File: src/rtl/regdst_wport_arbiter.sv
// Register-file write-port arbiter: round-robin between the ALU path (A) and the
// load path (B), with a bounded ownership lock for back-to-back bursts.
module regdst_wport_arbiter #(
  parameter int AW         = 5,
  parameter int DW         = 32,
  parameter int MAX_LOCK   = 4,
  parameter int RESET_PRIO = 0
) (
  input  logic          clk,
  input  logic          reset,
  input  logic          req_a,
  input  logic          lock_a,
  input  logic [AW-1:0] addr_a,
  input  logic [DW-1:0] data_a,
  input  logic          req_b,
  input  logic          lock_b,
  input  logic [AW-1:0] addr_b,
  input  logic [DW-1:0] data_b,
  output logic          gnt_a,
  output logic          gnt_b,
  output logic          sel,
  output logic          wr_en,
  output logic [AW-1:0] wr_addr,
  output logic [DW-1:0] wr_data,
  output logic          drop_zero,
  output logic [1:0]    dbg_state,
  output logic          dbg_ptr,
  output logic [3:0]    dbg_lock_cnt
);

  // Handshake: a requester holds req/lock/addr/data stable until it sees its
  // gnt in the same cycle; the request is accepted on the edge ending that cycle.

  typedef enum logic [1:0] {
    ST_IDLE  = 2'd0,
    ST_OWN_A = 2'd1,
    ST_OWN_B = 2'd2
  } state_e;

  localparam logic       RST_PTR = (RESET_PRIO != 0);
  localparam logic [4:0] MAX_L   = 5'(MAX_LOCK);
  // A limit of one grant means a lock can never extend ownership.
  localparam logic       LOCK_EN = (MAX_LOCK > 1);

  state_e        state_q, state_d;
  logic          ptr_q, ptr_d;
  logic [3:0]    lock_cnt_q, lock_cnt_d;
  logic          sel_q, sel_d;
  logic          wr_en_q, wr_en_d;
  logic [AW-1:0] wr_addr_q, wr_addr_d;
  logic [DW-1:0] wr_data_q, wr_data_d;
  logic          drop_q, drop_d;

  logic          gnt_a_c, gnt_b_c;
  logic          granted, win, win_lock;
  logic [AW-1:0] win_addr;
  logic [4:0]    cnt_inc;

  always_comb begin
    gnt_a_c = 1'b0;
    gnt_b_c = 1'b0;
    case (state_q)
      ST_IDLE: begin
        if (req_a && (!req_b || !ptr_q)) gnt_a_c = 1'b1;
        else if (req_b)                  gnt_b_c = 1'b1;
      end
      ST_OWN_A: gnt_a_c = req_a;
      ST_OWN_B: gnt_b_c = req_b;
      default: ;
    endcase
  end

  assign granted  = gnt_a_c | gnt_b_c;
  assign win      = gnt_b_c;
  assign win_lock = win ? lock_b : lock_a;
  assign win_addr = win ? addr_b : addr_a;
  assign cnt_inc  = {1'b0, lock_cnt_q} + 5'd1;

  always_comb begin
    state_d    = state_q;
    ptr_d      = ptr_q;
    lock_cnt_d = lock_cnt_q;
    case (state_q)
      ST_IDLE: begin
        if (granted) begin
          ptr_d = ~win;
          if (win_lock && LOCK_EN) begin
            state_d    = win ? ST_OWN_B : ST_OWN_A;
            lock_cnt_d = 4'd1;
          end
        end
      end
      ST_OWN_A, ST_OWN_B: begin
        if (!granted) begin
          state_d    = ST_IDLE;
          lock_cnt_d = 4'd0;
        end else if (cnt_inc >= MAX_L) begin
          // Burst limit reached: hand priority to the side that was kept waiting.
          state_d    = ST_IDLE;
          lock_cnt_d = 4'd0;
          ptr_d      = ~win;
        end else if (win_lock) begin
          lock_cnt_d = cnt_inc[3:0];
        end else begin
          state_d    = ST_IDLE;
          lock_cnt_d = 4'd0;
        end
      end
      default: begin
        state_d    = ST_IDLE;
        lock_cnt_d = 4'd0;
      end
    endcase
  end

  always_comb begin
    sel_d     = sel_q;
    wr_addr_d = wr_addr_q;
    wr_data_d = wr_data_q;
    wr_en_d   = 1'b0;
    drop_d    = 1'b0;
    if (granted) begin
      sel_d     = win;
      wr_addr_d = win_addr;
      wr_data_d = win ? data_b : data_a;
      // Register 0 is hardwired: the accepted write is discarded and flagged.
      wr_en_d   = (win_addr != '0);
      drop_d    = (win_addr == '0);
    end
  end

  always_ff @(posedge clk or posedge reset) begin
    if (reset) begin
      state_q    <= ST_IDLE;
      ptr_q      <= RST_PTR;
      lock_cnt_q <= 4'd0;
      sel_q      <= RST_PTR;
      wr_en_q    <= 1'b0;
      wr_addr_q  <= '0;
      wr_data_q  <= '0;
      drop_q     <= 1'b0;
    end else begin
      state_q    <= state_d;
      ptr_q      <= ptr_d;
      lock_cnt_q <= lock_cnt_d;
      sel_q      <= sel_d;
      wr_en_q    <= wr_en_d;
      wr_addr_q  <= wr_addr_d;
      wr_data_q  <= wr_data_d;
      drop_q     <= drop_d;
    end
  end

  assign gnt_a        = gnt_a_c;
  assign gnt_b        = gnt_b_c;
  assign sel          = sel_q;
  assign wr_en        = wr_en_q;
  assign wr_addr      = wr_addr_q;
  assign wr_data      = wr_data_q;
  assign drop_zero    = drop_q;
  assign dbg_state    = state_q;
  assign dbg_ptr      = ptr_q;
  assign dbg_lock_cnt = lock_cnt_q;

endmodule

File: config.mk
export PLATFORM = sky130hd
export DESIGN_NAME = regdst_wport_arbiter
export DESIGN_NICKNAME = d
export VERILOG_FILES = /design/src/rtl/regdst_wport_arbiter.sv
export SDC_FILE = /design/constraint.sdc
export NUM_CORES = 1
export LEC_CHECK = 0
export CAP_MARGIN = 10
export CELL_PAD_IN_SITES_DETAIL_PLACEMENT = 0
export CELL_PAD_IN_SITES_GLOBAL_PLACEMENT = 2
export CORE_MARGIN = 2
export CORE_UTILIZATION = 23
export DETAILED_ROUTE_END_ITERATION = 10
export GPL_TIMING_DRIVEN = 0
export PLACE_DENSITY = 0.95
export SLEW_MARGIN = 20
export SYNTH_ARGS = -nofsm -noshare
export SYNTH_HDL_FRONTEND = slang
export SYNTH_SLANG_ARGS = --single-unit
File: constraint.sdc
create_clock -name clk -period 3.66 [get_ports clk]
set_input_delay 0.915 -clock clk [delete_from_list [all_inputs] [get_ports clk]]
set_output_delay 0.915 -clock clk [all_outputs]
set_load 0.02 [all_outputs]
* Word level (Yosys, flattened, before mapping)
Index checks and enable logic that the tools add are counted.
Storage, ports and cells: register bits after elaboration 47, input bits 80, output and inout port bits 49, logic and storage cells 58
Cells by class: $add $sub $neg 1, magnitude comparators 1, equal/unequal tests 7, multiplexer cells 27, bitwise logic cells 2, reduce and logical (&&, ||, !) cells 12
Operators by type and width (number):
- 32-bit two-way mux | 1
- 4-bit two-way mux | 5
- 2-bit two-way mux | 6
- 1-bit two-way mux | 9
- 2-bit != test (second input constant) | 4
- 4-bit case mux with 2 select lines | 1
- 1-bit case mux with 2 select lines | 3
- 4-bit by 1-bit adder with 5-bit output (second input constant) | 1
- 5-bit by 3-bit >= comparator with 1-bit output (second input constant) | 1
- 5-bit logical NOT | 1
- 5-bit two-way mux | 1
- 5-bit nonzero test | 1
- 4-bit != test (second input constant) | 1
- 2-bit case mux with 2 select lines | 1
- 4-bit AND reduction | 1
- 3-bit AND reduction | 1
- 2-bit by 1-bit == test with 1-bit output (second input constant) | 1
- 2-bit == test (second input constant) | 1
- 1-bit logical NOT | 2
- 2-bit logical NOT | 1
- 2-bit AND reduction | 1
- 2-bit nonzero test | 1
- 2-bit OR reduction | 1
- 1-bit logical AND | 1
- 3 further kinds | 3

* Depth between registers and ports, before layout
Gate-level depths: netlist of run 1.
depth after elaboration 10, depth in mapped cells 11, gate-level depth less buffers 8

* Worst setup path after synthesis of run 1
OpenSTA, ideal clock, no wires.
path kind register to output, from reg state_q[0] (netlist: dbg_state[0]), to out gnt_a, data arrival time 1564 ps, data required time 2745 ps, path slack 1181 ps, stages on the path, launching flop included 9, path buffers 3, cell sequence dfrtp_1 inv_1 ha_1 buf_4 o21ai_2 a31o_1 buf_6 inv_2 buf_2
On the way: longest elaborated chain between the ends 2, elaborated cells between the ends (all ways) 3, those cells by class eq/ne (1); mux (1); reduce/logical (1)
RTL lines:
- from (decl) | RTL line 45 | state_e state_q, state_d;
- from (signal assigned) | RTL line 143 | state_q <= state_d;
- 2-bit by 1-bit == test with 1-bit output or 2-bit logical NOT (tied branches) | RTL line 62 | case (state_q)
- 1-bit case mux with 2 select lines * | RTL line 62
- to (decl) | RTL line 19 | output logic gnt_a,
Mark *: on every way between the ends. The rest lies on a longest branch, timed or not.

* Worst setup path in the final report of run 1
from in req_b, to out gnt_b
On the way: longest elaborated chain between the ends 5, elaborated cells between the ends (all ways) 6, those cells by class mux (3); reduce/logical (3)
RTL lines:
- from (decl) | RTL line 15 | input logic req_b,
- 1-bit logical NOT | RTL line 64 | if (req_a && (!req_b || !ptr_q)) gnt_a_c = 1'b1;
- 1-bit logical OR | RTL line 64
- 1-bit logical AND | RTL line 64
- 1-bit two-way mux | RTL line 64
- 1-bit case mux with 2 select lines * | RTL line 62
- to (decl) | RTL line 20 | output logic gnt_b,
Marked as above.

==> impl_metrics.py, run 1 <==
metrics = {
    "global_route": {
        "grt_pass1_wl_mm": 12.66,
        "antenna_found_initial": 0,
        "grt-ovfl-total": 0,
        "grtUsageTotal_pct": 14.12,
        "grt_max_degree": 31,
        "grt_pass1_vias": 2566,
    },
    "min_path": {
        "min_from": "sel",
        "hp-class": "flop to flop",
        "holdPathEnd": "sel",
        "min_path_cells": 2,
    },
    "placed_design": {
        "pre_cts_ws_ps": -97.41,
        "gp_congestion": 0.7643,
        "io_buffers": 128,
        "hpwl_mm": 5.912,
    },
    "routing": {
        "ant_nets": 0,
        "drt_iter0_markers": 98,
        "detail_route.drc_violations": 0,
        "vias": 2468,
        "drt_wl_total_mm": 7.843,
        "first_pass_iters": 6,
        "vias_per_cell": 4.528,
        "post_drt_wl_per_cell_um": 14.39,
    },
    "timing": {
        "whs_ps": 486.2,
        "tns_ps": 0,
        "setup_viol": 0,
        "worstMarginPinSlew_ps": 521.1,
        "slew_headroom_pct": 65.26,
        "hold_viol_final": 0,
        "fin_crit_sh_pct": 96.21,
        "max_freq_mhz": 284.0,
        "setup_ws_ps": 138.8,
        "fin_skew_ps": 4.768,
        "final-max-slew-violation-count": 0,
        "period_minus_slack_ps": 3521,
        "rsz0062_at_grt": "no",
    },
    "clocking": {
        "clk_pin_slew_ps": 90,
        "post-cts-setup-buffer-count": 0,
        "cts_root_buf": "clkbuf_8",
        "cts_sinks": 47,
        "clkLatencyLatePin_ps": 300,
        "cts_tree": "built",
        "cts.path.max_buffers": 2,
        "cts_max_level": 2,
        "cts_buffers": 5,
    },
    "die": {
        "die_x_um": 105.6,
        "core_um2": 10180,
        "ios": 129,
        "row_count": 37,
        "die_area_um2": 11140,
        "initial_utilization_pct": 23.29,
        "die_h_um": 105.6,
    },
    "synthesis": {
        "yosysUniqueCellTypes": 37,
        "ys_seq_area_share_pct": 49.58,
        "synthTopCellsByArea": "dfrtp_1 50%, nand2_1 12%, a31oi_1 9.8%",
        "syn_area_um2": 2372,
        "yosys_warnings": 0,
        "postSynthAreaPerCell_um2": 8.690,
        "yosys.area.top_type": "dfrtp_1",
        "synth_top_area_share_pct": 49.58,
        "synth_cells": 273,
        "ys_seq_elements": 47,
        "synth_nets": 359,
    },
    "layout": {
        "nNetsFinal": 495,
        "drive_gt1_share_pct": 8.313,
        "multi_input_area_um2": 1033,
        "fillCellCount": 1052,
        "seqCellArea_um2": 1176,
        "syn2layout_area_growth_pct": 65.66,
        "antenna_cells": 0,
        "layout_commonest_cell": "clkdlybuf4s50_1",
        "layout_common_cells": "127 x clkdlybuf4s50_1, 77 x nand2_1, 47 x dfrtp_1",
    },
    "worst_setup_path": {
        "path_max_fanout": 10,
        "reg2reg_depth": 9,
        "critPathBufInv": 4,
        "cpMaxStageDelayCell": "clkdlybuf4s50_1",
        "cp_top_family": "buffers and inverters",
        "worstReg2RegStart": "dbg_state[0]",
        "end_kind": "output pin",
        "r2r-end": "drop_zero",
        "worst_path_most_repeated_cell": "clkdlybuf4s50_1",
        "slowest_delay_ps": 610,
        "cp.required_ps": 2740,
        "path_class": "primary input to output pin",
        "cp_cell_sequence": "clkdlybuf4s50_1 -> o21ai_2 -> a31o_4 -> buf_6 -> clkinv_2 -> clkdlybuf4s50_1",
        "r2r_slack_ps": 1490,
        "arrival_ps": 2610,
        "cp-start-kind": "primary input",
    },
    "pwr": {
        "cellPowerDensity_nw_per_um2": 768.7,
        "power.total_mw": 3.021,
        "vdd_drop_max_uv": 274.2,
        "p_leak_nw": 1.673,
    },
    "run": {
        "maxCapViolCount": 0,
    },
    "run_status": {
        "status": "finished clean",
    },
}
-- final cells by class --
type                       instances  area share, %
tap                              136          4.330
sequential                        47          29.93
clock buffer                       6          2.101
clock inverter                     1         0.1273
timing repair buffer             129          33.08
inverter                          10         0.9869
buffer                            19          3.152
multi-input combinational        197          26.30
-- state kept, by name, indices dropped and copies added (netlist names) --
register      flops
dbg_ptr           1
wr_data          32
dbg_state         2
dbg_lock_cnt      4
sel               1
wr_addr           5
drop_zero         1
wr_en             1
-- kinds of logic (layout without fill, tap and decap cells) --
logic type                 Yosys count  count (layout)  share of synthesized area [%]
AOI/OAI and AO/OA                   55              55                          16.56
adders and majority gates            6               6                          3.164
buffers and inverters               29             165                          6.856
DFF                                 47              47                          49.58
muxes                                2               2                          1.055
and+or+nand+nor                    134             134                          22.78
-- where the power goes --
group | total [mW] | internal, mW | leakage, nW | switching, mW
combinational | 1.78 | 0.815 | 1.07 | 0.965
clock | 0.326 | 0.149 | 0.0470 | 0.177
sequential | 0.915 | 0.766 | 0.557 | 0.149
total | 3.02 | 1.73 | 1.67 | 1.29
-- through the flow --
step / std cells / cell area (um^2) / utilization (%)
2_1_floorplan: 273 / 2372 / -
3_3_place_gp: 537 / 3824 / 37.54
3_5_place_dp: 538 / 3844 / 37.74
4_1_cts: 545 / 3930 / 38.59
5_1_grt: 545 / 3930 / 38.59
6_report: 545 / 3930 / 38.59
-- worst min-delay path, stage by stage (launching register included) --
cell and delay, ps:
dfrtp_1 350, nand2_1 50, nand2_1 50
-- cell usage after synthesis --
library cell  instances
nand2_1              77
dfrtp_1              47
nor2_1               40
a31oi_1              37
buf_2                 9
inv_1                 8
ha_1                  6
buf_6                 5
nand3_1               5
clkbuf_1              4
and3_1                3
nand4_1               2
nor3_1                2
o21ai_0               2
o21ai_2               2
o31ai_1               2
or4_1                 2
a211o_1               1
a211oi_1              1
a21o_1                1
a21oi_2               1
a311oi_2              1
a31o_1                1
a31o_4                1
a41oi_1               1
buf_4                 1
clkinv_2              1
inv_2                 1
mux2_2                1
mux2i_2               1
nand2b_1              1
nand3b_1              1
o22a_1                1
o311ai_1              1
o31a_1                1
o32a_1                1
or2_2                 1
-- how the worst max path moves through the flow --
stage / startpoint / endpoint / slack (ps) / depth (start not counted)
CTS: req_b / gnt_b / 130 / 6
global placement: req_a / gnt_a / -50 / 7
global route: req_b / gnt_b / 90 / 6
floorplan: dbg_state[0] / gnt_a / 1180 / 8
detailed placement: req_a / gnt_a / -100 / 7
finish: req_b / gnt_b / 140 / 6
-- what timing repair did --
action,CTS,global route
endpoints found under the setup margin,1,0
hold buffers,0,0
gates resized for setup,1,0
-- routing by layer --
layer | vias up | track usage [%] | part of all wire, %
met5 | - | 0 | 0
met3 | 9 | 3.092 | 6.1
met1 | 1162 | 17.85 | 44
met2 | 99 | 24.15 | 49
met4 | 0 | 4.135 | 1.4
li1 | 1198 | - | -
Power figures use the tool's default switching activity.
==> run 2, diff against run 1 <==
Settings changed: GPL_ROUTABILITY_DRIVEN from default to 0.
==> results of run 2 <==
Same layout as run 1: the final DEF is identical, and so are final timing and power.
